$ cat src/rtl/id_dual_issue_ctrl_pkg.sv
// Shared definitions for the dual-pipe ID->EX issue scheduler:
// FSM state encoding, default register-address width and the zero-register id.
package id_dual_issue_ctrl_pkg;

    typedef enum logic {
        ST_PAIR  = 1'b0,
        ST_SPLIT = 1'b1
    } issue_state_e;

    localparam int REG_AW_DEF = 5;
    localparam int ZERO_REG   = 0;

endpackage

$ cat src/rtl/id_loaduse_chk.sv
// Load-use hazard check of one ID instruction against both EX slots.
// Purely combinational; a load targeting x0 never creates a dependency.
module id_loaduse_chk
    import id_dual_issue_ctrl_pkg::*;
#(
    parameter int REG_AW = REG_AW_DEF
) (
    input  logic              i_id_valid,
    input  logic [REG_AW-1:0] i_rs1,
    input  logic [REG_AW-1:0] i_rs2,
    input  logic              i_ex1_valid,
    input  logic              i_ex1_load,
    input  logic [REG_AW-1:0] i_ex1_rd,
    input  logic              i_ex2_valid,
    input  logic              i_ex2_load,
    input  logic [REG_AW-1:0] i_ex2_rd,
    output logic              o_hazard
);

    logic [REG_AW-1:0] w_zero;
    logic              w_hit1;
    logic              w_hit2;

    assign w_zero = REG_AW'(ZERO_REG);

    assign w_hit1 = i_ex1_valid & i_ex1_load & (i_ex1_rd != w_zero) &
                    ((i_rs1 == i_ex1_rd) | (i_rs2 == i_ex1_rd));
    assign w_hit2 = i_ex2_valid & i_ex2_load & (i_ex2_rd != w_zero) &
                    ((i_rs1 == i_ex2_rd) | (i_rs2 == i_ex2_rd));

    assign o_hazard = i_id_valid & (w_hit1 | w_hit2);

endmodule

$ cat src/rtl/id_dual_issue_ctrl.sv
// Dual-pipe ID->EX issue scheduler with in-order split issue (PAIR/SPLIT FSM).
// Optional performance counters are enabled with macro ID_ISSUE_PERF_EN.
module id_dual_issue_ctrl
    import id_dual_issue_ctrl_pkg::*;
#(
    parameter int REG_AW     = REG_AW_DEF,
    parameter int PERF_CNT_W = 16
) (
    input  logic              CLK,
    input  logic              RST,
    input  logic              id1_valid,
    input  logic              id2_valid,
    input  logic              id_order,
    input  logic [REG_AW-1:0] id1_rs1,
    input  logic [REG_AW-1:0] id1_rs2,
    input  logic [REG_AW-1:0] id1_rd,
    input  logic              id1_regwrite,
    input  logic              id1_memop,
    input  logic              id1_branch,
    input  logic [REG_AW-1:0] id2_rs1,
    input  logic [REG_AW-1:0] id2_rs2,
    input  logic [REG_AW-1:0] id2_rd,
    input  logic              id2_regwrite,
    input  logic              id2_memop,
    input  logic              id2_branch,
    input  logic              ex1_valid,
    input  logic              ex1_load,
    input  logic [REG_AW-1:0] ex1_rd,
    input  logic              ex2_valid,
    input  logic              ex2_load,
    input  logic [REG_AW-1:0] ex2_rd,
    input  logic              ex_flush,
    output logic              id1_act,
    output logic              id2_act,
    output logic              ex1_issue,
    output logic              ex2_issue,
    output logic              id_hold,
    output logic              split_q
`ifdef ID_ISSUE_PERF_EN
    ,
    output logic [PERF_CNT_W-1:0] perf_stall_cnt,
    output logic [PERF_CNT_W-1:0] perf_split_cnt
`endif
);

    issue_state_e      r_state;
    issue_state_e      w_nxt;
    logic [REG_AW-1:0] w_zero;
    logic              w_old2, w_both, w_any;
    logic              w_lu1, w_lu2, w_o_lu, w_y_lu;
    logic [REG_AW-1:0] w_o_rd, w_y_rd, w_y_rs1, w_y_rs2;
    logic              w_o_rw, w_y_rw, w_pair_hz;
    logic              w_iss_old, w_iss_yng, w_hold;

    assign w_zero = REG_AW'(ZERO_REG);

    // A lone valid instruction is always the older one, whatever id_order says.
    assign w_old2 = id2_valid & (~id1_valid | id_order);
    assign w_both = id1_valid & id2_valid;
    assign w_any  = id1_valid | id2_valid;

    id_loaduse_chk #(.REG_AW(REG_AW)) u_lu1 (
        .i_id_valid (id1_valid), .i_rs1(id1_rs1), .i_rs2(id1_rs2),
        .i_ex1_valid(ex1_valid), .i_ex1_load(ex1_load), .i_ex1_rd(ex1_rd),
        .i_ex2_valid(ex2_valid), .i_ex2_load(ex2_load), .i_ex2_rd(ex2_rd),
        .o_hazard   (w_lu1)
    );

    id_loaduse_chk #(.REG_AW(REG_AW)) u_lu2 (
        .i_id_valid (id2_valid), .i_rs1(id2_rs1), .i_rs2(id2_rs2),
        .i_ex1_valid(ex1_valid), .i_ex1_load(ex1_load), .i_ex1_rd(ex1_rd),
        .i_ex2_valid(ex2_valid), .i_ex2_load(ex2_load), .i_ex2_rd(ex2_rd),
        .o_hazard   (w_lu2)
    );

    assign w_o_lu  = w_old2 ? w_lu2        : w_lu1;
    assign w_y_lu  = w_old2 ? w_lu1        : w_lu2;
    assign w_o_rd  = w_old2 ? id2_rd       : id1_rd;
    assign w_o_rw  = w_old2 ? id2_regwrite : id1_regwrite;
    assign w_y_rd  = w_old2 ? id1_rd       : id2_rd;
    assign w_y_rw  = w_old2 ? id1_regwrite : id2_regwrite;
    assign w_y_rs1 = w_old2 ? id1_rs1      : id2_rs1;
    assign w_y_rs2 = w_old2 ? id1_rs2      : id2_rs2;

    assign w_pair_hz = (w_o_rw & (w_o_rd != w_zero) &
                        ((w_y_rs1 == w_o_rd) | (w_y_rs2 == w_o_rd))) |
                       (w_o_rw & w_y_rw & (w_o_rd == w_y_rd) & (w_o_rd != w_zero)) |
                       (id1_memop & id2_memop) |
                       (id1_branch & id2_branch);

    always_comb begin
        w_iss_old = 1'b0;
        w_iss_yng = 1'b0;
        w_hold    = 1'b0;
        w_nxt     = r_state;
        if (ex_flush) begin
            w_nxt = ST_PAIR;
        end else if (r_state == ST_PAIR) begin
            if (!w_any || w_o_lu) begin
                w_hold = w_any;
            end else begin
                w_iss_old = 1'b1;
                if (w_both) begin
                    if (!w_pair_hz && !w_y_lu) begin
                        w_iss_yng = 1'b1;
                    end else begin
                        w_hold = 1'b1;
                        w_nxt  = ST_SPLIT;
                    end
                end
            end
        end else begin
            // Older half already went down; only the younger remains in ID.
            if (w_both && w_y_lu) begin
                w_hold = 1'b1;
            end else begin
                w_iss_yng = w_both;
                w_nxt     = ST_PAIR;
            end
        end
    end

    assign id1_act   = ~RST;
    assign id2_act   = ~RST;
    assign ex1_issue = ~RST & ((w_iss_old & ~w_old2) | (w_iss_yng & w_old2));
    assign ex2_issue = ~RST & ((w_iss_old & w_old2) | (w_iss_yng & ~w_old2));
    assign id_hold   = ~RST & w_hold;
    assign split_q   = ~RST & (r_state == ST_SPLIT);

    always_ff @(posedge CLK or posedge RST) begin
        if (RST) begin
            r_state <= ST_PAIR;
        end else begin
            r_state <= w_nxt;
        end
    end

`ifdef ID_ISSUE_PERF_EN
    logic [PERF_CNT_W-1:0] r_stall_cnt;
    logic [PERF_CNT_W-1:0] r_split_cnt;

    always_ff @(posedge CLK or posedge RST) begin
        if (RST) begin
            r_stall_cnt <= '0;
            r_split_cnt <= '0;
        end else begin
            if (w_hold && !ex_flush && (r_stall_cnt != '1)) begin
                r_stall_cnt <= r_stall_cnt + 1'b1;
            end
            if ((r_state == ST_PAIR) && (w_nxt == ST_SPLIT) && (r_split_cnt != '1)) begin
                r_split_cnt <= r_split_cnt + 1'b1;
            end
        end
    end

    assign perf_stall_cnt = r_stall_cnt;
    assign perf_split_cnt = r_split_cnt;
`else
    logic [PERF_CNT_W-1:0] w_unused_perf;
    assign w_unused_perf = '0;
`endif

endmodule

$ cat config.mk
export PLATFORM = sky130hd
export DESIGN_NAME = id_dual_issue_ctrl
export DESIGN_NICKNAME = d
export VERILOG_FILES = /design/src/rtl/id_dual_issue_ctrl_pkg.sv /design/src/rtl/id_loaduse_chk.sv /design/src/rtl/id_dual_issue_ctrl.sv
export SDC_FILE = /design/constraint.sdc
export NUM_CORES = 1
export LEC_CHECK = 0
export ABC_CLOCK_PERIOD_IN_PS = 2400
export CAP_MARGIN = 20
export CORE_MARGIN = 2
export CORE_UTILIZATION = 63
export CTS_CLUSTER_DIAMETER = 50
export DETAILED_ROUTE_END_ITERATION = 16
export DONT_BUFFER_PORTS = 1
export MAX_ROUTING_LAYER = met4
export PLACE_DENSITY = 0.79
export RECOVER_POWER = 25
export SETUP_SLACK_MARGIN = 0.2
export SLEW_MARGIN = 20
export SYNTH_ARGS = -nofsm -noshare
export SYNTH_HDL_FRONTEND = slang
export SYNTH_SLANG_ARGS = --single-unit
$ cat constraint.sdc
create_clock -name CLK -period 2.4 [get_ports CLK]
set_clock_uncertainty 0.1 [all_clocks]
set_input_delay 0.36 -clock CLK [delete_from_list [all_inputs] [get_ports CLK]]
set_output_delay 0.36 -clock CLK [all_outputs]
set_load 0.005 [all_outputs]
==> impl_metrics.csv, run 1 <==
group,metric,value,unit
detailed_routing,ant_nets,0,
synth,netlist_top_cells_area,"xnor2_1 40%, xor2_1 11%, nand3_1 5.3%",
global_route,grt_use_total,0.3053,
floorplanning,dieArea,2168,sq um
cells_and_area,nFillCells,156,
setup_path,start_kind,"input port",
synth,syn_area,1141,sq um
detailed_routing,drtIter0Drc,9,
synth,synth_edf_count,0,
floorplanning,start_util,0.6681,
power,power_density,163.2,nW/um^2
setup_path,crit_required,1.94,ns
timing,finalSetupTns,0,ns
detailed_routing,avgViaCountPerCell,6.293,
floorplanning,die-height,46.56,um
detailed_routing,vias,1051,
detailed_routing,wire_per_inst,18.68,um
global_route,grt_overflow_total,0,
clock_tree,clk_pin_slew,0,ns
timing,period_minus_slack,2.262,ns
cells_and_area,largest_reg_flops,1,
floorplanning,io_pins,62,
synth,yosysUniqueCellTypes,32,
synth,yosysSeqAreaShare,0.02193,
cells_and_area,drive_above_1_share,0.07746,
timing,slew_headroom,0.7534,
timing,min_period_over_period,0.9427,
placement,hpwl,2669,um
timing,rsz0062_at_grt,"true",
floorplanning,die_w,46.56,um
setup_path,crit_type,"in -> out",
timing,fmax,0.4420,GHz
synth,synthArstFlopShare,1.000,
global_route,grt_pass1_vias,1017,
synth,yosysTopAreaCellShare,0.3991,
power,leakage,0.3483,nW
synth,synth_ff_type,"dfrtp_1",
detailed_routing,wl,3120,um
floorplanning,core-area,1708,sq um
cells_and_area,num_antenna_cells,0,
detailed_routing,drc_errors,0,
synth,yosysWarnings,0,
global_route,grt_pass1_wl,4671,um
timing,hold_viol,0,
power,power,0.1860,mW
synth,synth_top_area_cell,"xnor2_1",
cells_and_area,fin_nets,200,
timing,report.final.slew_viol_count,0,
flow_run,max_cap_viol_count,0,
floorplanning,rows,15,
setup_path,r2r-start,"r_state",
setup_path,worstPathMaxFanout,5,
placement,io_buffers,0,
setup_path,critPathCaptureType,"output port",
synth,synth_nets,207,
power,peakVddDrop,0.00009694,V
worst_hold_path,hold_class,"in -> async",
global_route,grt_max_degree,9,
setup_path,cp.arrival,1.80,ns
placement,gp_congestion,0.9004,
cells_and_area,regMostFlops,"r_state",
synth,avgSynthCellArea,7.557,sq um
detailed_routing,firstDrtPassIters,4,
synth,ys_ff_latch,1,
cells_and_area,reg.largest.list,"r_state: 1 flops",
global_route,antenna_found_initial,0,
setup_path,cp-startpoint,"ex1_rd[1]",
cells_and_area,area_delta_synth_final,-0.1099,%
status,outcome,"completed",
timing,worstMarginPinSlew,0.3699,ns
clock_tree,hold_buffers,0,
synth,synthCells,151,
clock_tree,clock_latency,0,ns
timing,setup_viol,0,
[where the power goes]
group / switching (mW) / total (mW) / leakage [nW] / internal (mW)
Combinational: 0.0648 / 0.168 / 0.334 / 0.103
Clock: 0 / 0 / 0 / 0
Sequential: 0.000512 / 0.0181 / 0.0138 / 0.0176
Total: 0.0653 / 0.186 / 0.348 / 0.121
[kinds of logic (layout without fill, tap and decap cells)]
family	Yosys count	after routing	synth area share
xor+xnor	66	66	0.5066
mux	1	1	0.01974
compound gates	22	22	0.1754
buf+inv	13	4	0.06141
flops	1	1	0.02193
simple gates	48	48	0.2149
[area by class of cell]
cell class                      count  area (sq um)  share of cell area
Multi-Input combinational cell    137          1061              0.9308
Tap cell                           25         31.28             0.02744
Sequential cell                     1         25.02             0.02195
Timing Repair Buffer                2         15.01             0.01317
Inverter                            2         7.507            0.006586
[path summary, 6_finish.rpt]
check,endpoint,slack (ns),depth (start not counted)
hold reg to reg,r_state,0.57,2
setup reg to reg,r_state,1.35,3
setup / recovery,id_hold,0.14,6
hold / removal,r_state,0.03,1
max in group asynchronous,r_state,2.04,1
min in group CLK,r_state,0.50,2
[metrics by stage]
stage | instances | util | worst slack (ns) | cell area [sq um] | hold WS, ns
detailed placement | 165 | 0.6498 | 0.1283 | 1110 | 0.02926
global route | 167 | 0.6674 | 0.07783 | 1140 | 0.04610
floorplan | 151 | - | 0.07723 | 1144 | 0.01453
CTS | 166 | 0.6571 | 0.1502 | 1122 | 0.02951
finish | 167 | 0.6674 | 0.1375 | 1140 | 0.02734
global placement | 165 | 0.6498 | 0.1665 | 1110 | 0.03002
[repair_timing]
item / 4_1_cts / 5_1_grt
setup endpoints to repair: 3 / 3
buffers inserted: 1 / 1
pin swaps: 1 / 1
gates resized for setup: 1 / 2
[critical path, stage by stage]
cell     delay [ns]
or3_4          0.36
o311a_4        0.33
a22o_4         0.27
mux2i_4        0.17
o21ai_2        0.09
a22o_1         0.23
[cells in the mapped netlist, types with 2 or more instances]
cell type and count:
xnor2_1 52, xor2_1 14, nand3_1 12, nand2_1 11, nand4_1 7, o22ai_1 7
clkbuf_1 6, nor2_1 5, nor3_1 5, a22o_1 2, a22o_4 2, and3_1 2
buf_2 2, buf_6 2, inv_1 2, nor4_1 2, o21ai_0 2, o311a_4 2
[layout by cell type, fill, tap and decap left out, types with 2 or more instances in the layout]
cell     synthesis  routed
a22o_1           2       2
o311a_4          2       2
xnor2_1         52      52
nor2_1           5       5
nand3_1         12      12
a22o_4           2       2
nor4_1           2       2
o21ai_0          2       2
nor3_1           5       5
and3_1           2       2
xor2_1          14      14
inv_1            2       2
nand2_1         11      11
buf_4            1       2
o22ai_1          7       6
nand4_1          7       7
or3_4            1       2
[metal layers]
metal,track usage,wire length [um],up-vias
met4,0.05714,18,0
met2,0.5306,1593,57
met5,-,0,-
met3,0.07059,286,2
met1,0.3563,1221,479
li1,-,-,513
No activity file was read; power rests on OpenSTA's default activity.
==> run 2: changes to the inputs <==
Settings changed: CORE_MARGIN 2 to 3, CTS_CLUSTER_DIAMETER 50 to default, GPL_TIMING_DRIVEN from default to 0.
==> run 2 against run 1 <==
  * Final cell count rose by 7.8%
  * First-iteration DRC count grew to 4.7 times the previous value
  * Critical path type unchanged
  * Sequential power hardly changed
  * Critical endpoint is now ex2_issue
  * The run now ends with setup timing left
==> impl_metrics.csv, run 2 (synthesis gave the netlist of run 1 again) <==
group,metric,value,unit
floorplanning,io_pins,62,
timing,setup_viol,1,
placement,placed_area,1174,sq um
power,leakage,0.4299,nW
setup_path,crit_required,1.94,ns
detailed_routing,drc_errors,0,
cells_and_area,regMostFlops,"r_state",
cells_and_area,reg.largest.list,"r_state: 1 flops",
timing,worst_slack,-0.01697,ns
detailed_routing,wl,3429,um
setup_path,cp.arrival,1.96,ns
timing,finalSetupTns,-0.01697,ns
placement,hpwl,2736,um
floorplanning,dieArea,2358,sq um
worst_hold_path,hold_class,"in -> async",
setup_path,slowest_delay,0.38,ns
setup_path,crit_type,"in -> out",
cells_and_area,area_delta_synth_final,14.47,%
cells_and_area,fin_nets,214,
timing,slew_headroom,0.7541,
clock_tree,clock_latency,0,ns
detailed_routing,ant_nets,0,
floorplanning,die-height,48.56,um
setup_path,crit_buf_inv,1,
timing,whs,0.02610,ns
power,power_density,181.1,nW/um^2
clock_tree,hold_buffers,0,
detailed_routing,avgViaCountPerCell,6.322,
timing,min_period_over_period,1.007,
setup_path,start_kind,"input port",
placement,io_buffers,0,
floorplanning,rows,14,
detailed_routing,firstDrtPassIters,4,
placement,gp_congestion,0.8625,
cells_and_area,drive_above_1_share,0.1923,
clock_tree,clk_pin_slew,0,ns
cells_and_area,layout_common_cells,"52 x xnor2_1, 14 x xor2_1, 11 x nand3_1, 11 x nand2_1, 7 x nand4_1",
timing,period_minus_slack,2.417,ns
detailed_routing,vias,1138,
setup_path,worstPathMaxFanout,3,
floorplanning,core-area,1612,sq um
power,peakVddDrop,0.0001244,V
global_route,grt_pass1_vias,1213,
detailed_routing,drtIter0Drc,42,
global_route,grt_use_total,0.2863,
cells_and_area,postLayoutCellArea,1306,sq um
cells_and_area,num_antenna_cells,0,
setup_path,critPathCaptureType,"output port",
floorplanning,start_util,0.7081,
timing,worstMarginPinSlew,0.3688,ns
detailed_routing,wire_per_inst,19.05,um
floorplanning,die_w,48.56,um
timing,fmax,0.4137,GHz
flow_run,max_cap_viol_count,0,
setup_path,slowest_stage,"or3_4",
setup_path,cp_top_family,"compound AO/OA/AOI/OAI gates",
global_route,grt_overflow_total,0,
global_route,antenna_found_initial,0,
timing,rsz0062_at_grt,"true",
placement,dpl_worst_slack,-0.04738,ns
timing,hold_viol,0,
cells_and_area,largest_reg_flops,1,
timing,report.final.slew_viol_count,0,
global_route,grt_pass1_wl,5409,um
global_route,grt_max_degree,9,
status,violations,"setup timing",
setup_path,cp_cell_sequence,"buf_8 -> or3_4 -> o311a_4 -> a22o_4 -> mux2i_4 -> nand4_1 -> o22ai_2",
cells_and_area,layout_commonest_cell,"xnor2_1",
status,outcome,"finished, violations left",
cells_and_area,fin_util,0.8106,
==> run 2: worst reg2reg max path: stages (launching register included) <==
cell and delay (ns):
dfrtp_1 0.40, inv_1 0.13, o221ai_1 0.12, and3_4 0.19
==> run 2: path summary, 6_finish.rpt <==
check                          start         to  slack, ns  depth (start not counted)
max reg2reg                  r_state    r_state       1.34                          3
max                        ex1_rd[1]  ex2_issue      -0.02                          7
min reg2reg                  r_state    r_state       0.69                          3
min in group CLK            ex_flush    r_state       0.48                          2
max in group asynchronous        RST    r_state       2.04                          1
min                              RST    r_state       0.03                          1
==> run 2: final cells by class <==
class | instances | area, sq um
plain buffers | 11 | 115.1
flip-flops and latches | 1 | 25.02
well taps | 24 | 30.03
repair buffers | 5 | 37.54
fillers | 115 | 305.3
multi-input cells | 137 | 1091
inverters | 2 | 7.507
==> run 2: what timing repair did <==
action                                  4_1_cts  5_1_grt
setup buffers                                 4        1
resized for setup                            17       12
pin swaps                                     5        2
endpoints found under the setup margin        3        3
hold endpoints to repair                      0        0
cloned                                        0        0
==> run 2: power breakdown <==
part           internal, mW  switching [mW]  leakage, nW
sequential           0.0176        0.000566       0.0138
combinational         0.125          0.0935        0.416
clock                     0               0            0
total                 0.143          0.0940        0.430
==> run 2: metal layers <==
metal	routed length, um	part of all wire	track usage
met5	0	0	-
met4	53	0.015	0.05213
met2	1757	0.51	0.5138
met1	1210	0.35	0.3076
met3	407	0.12	0.09816
==> run 2: stage by stage <==
| stage | cells | total power [mW] |
|---|---|---|
| 2_1_floorplan | 151 | 0.1843 |
| 3_3_place_gp | 175 | 0.2017 |
| 3_5_place_dp | 175 | 0.2077 |
| 4_1_cts | 179 | 0.2246 |
| 5_1_grt | 180 | 0.2562 |
| 6_report | 180 | 0.2366 |
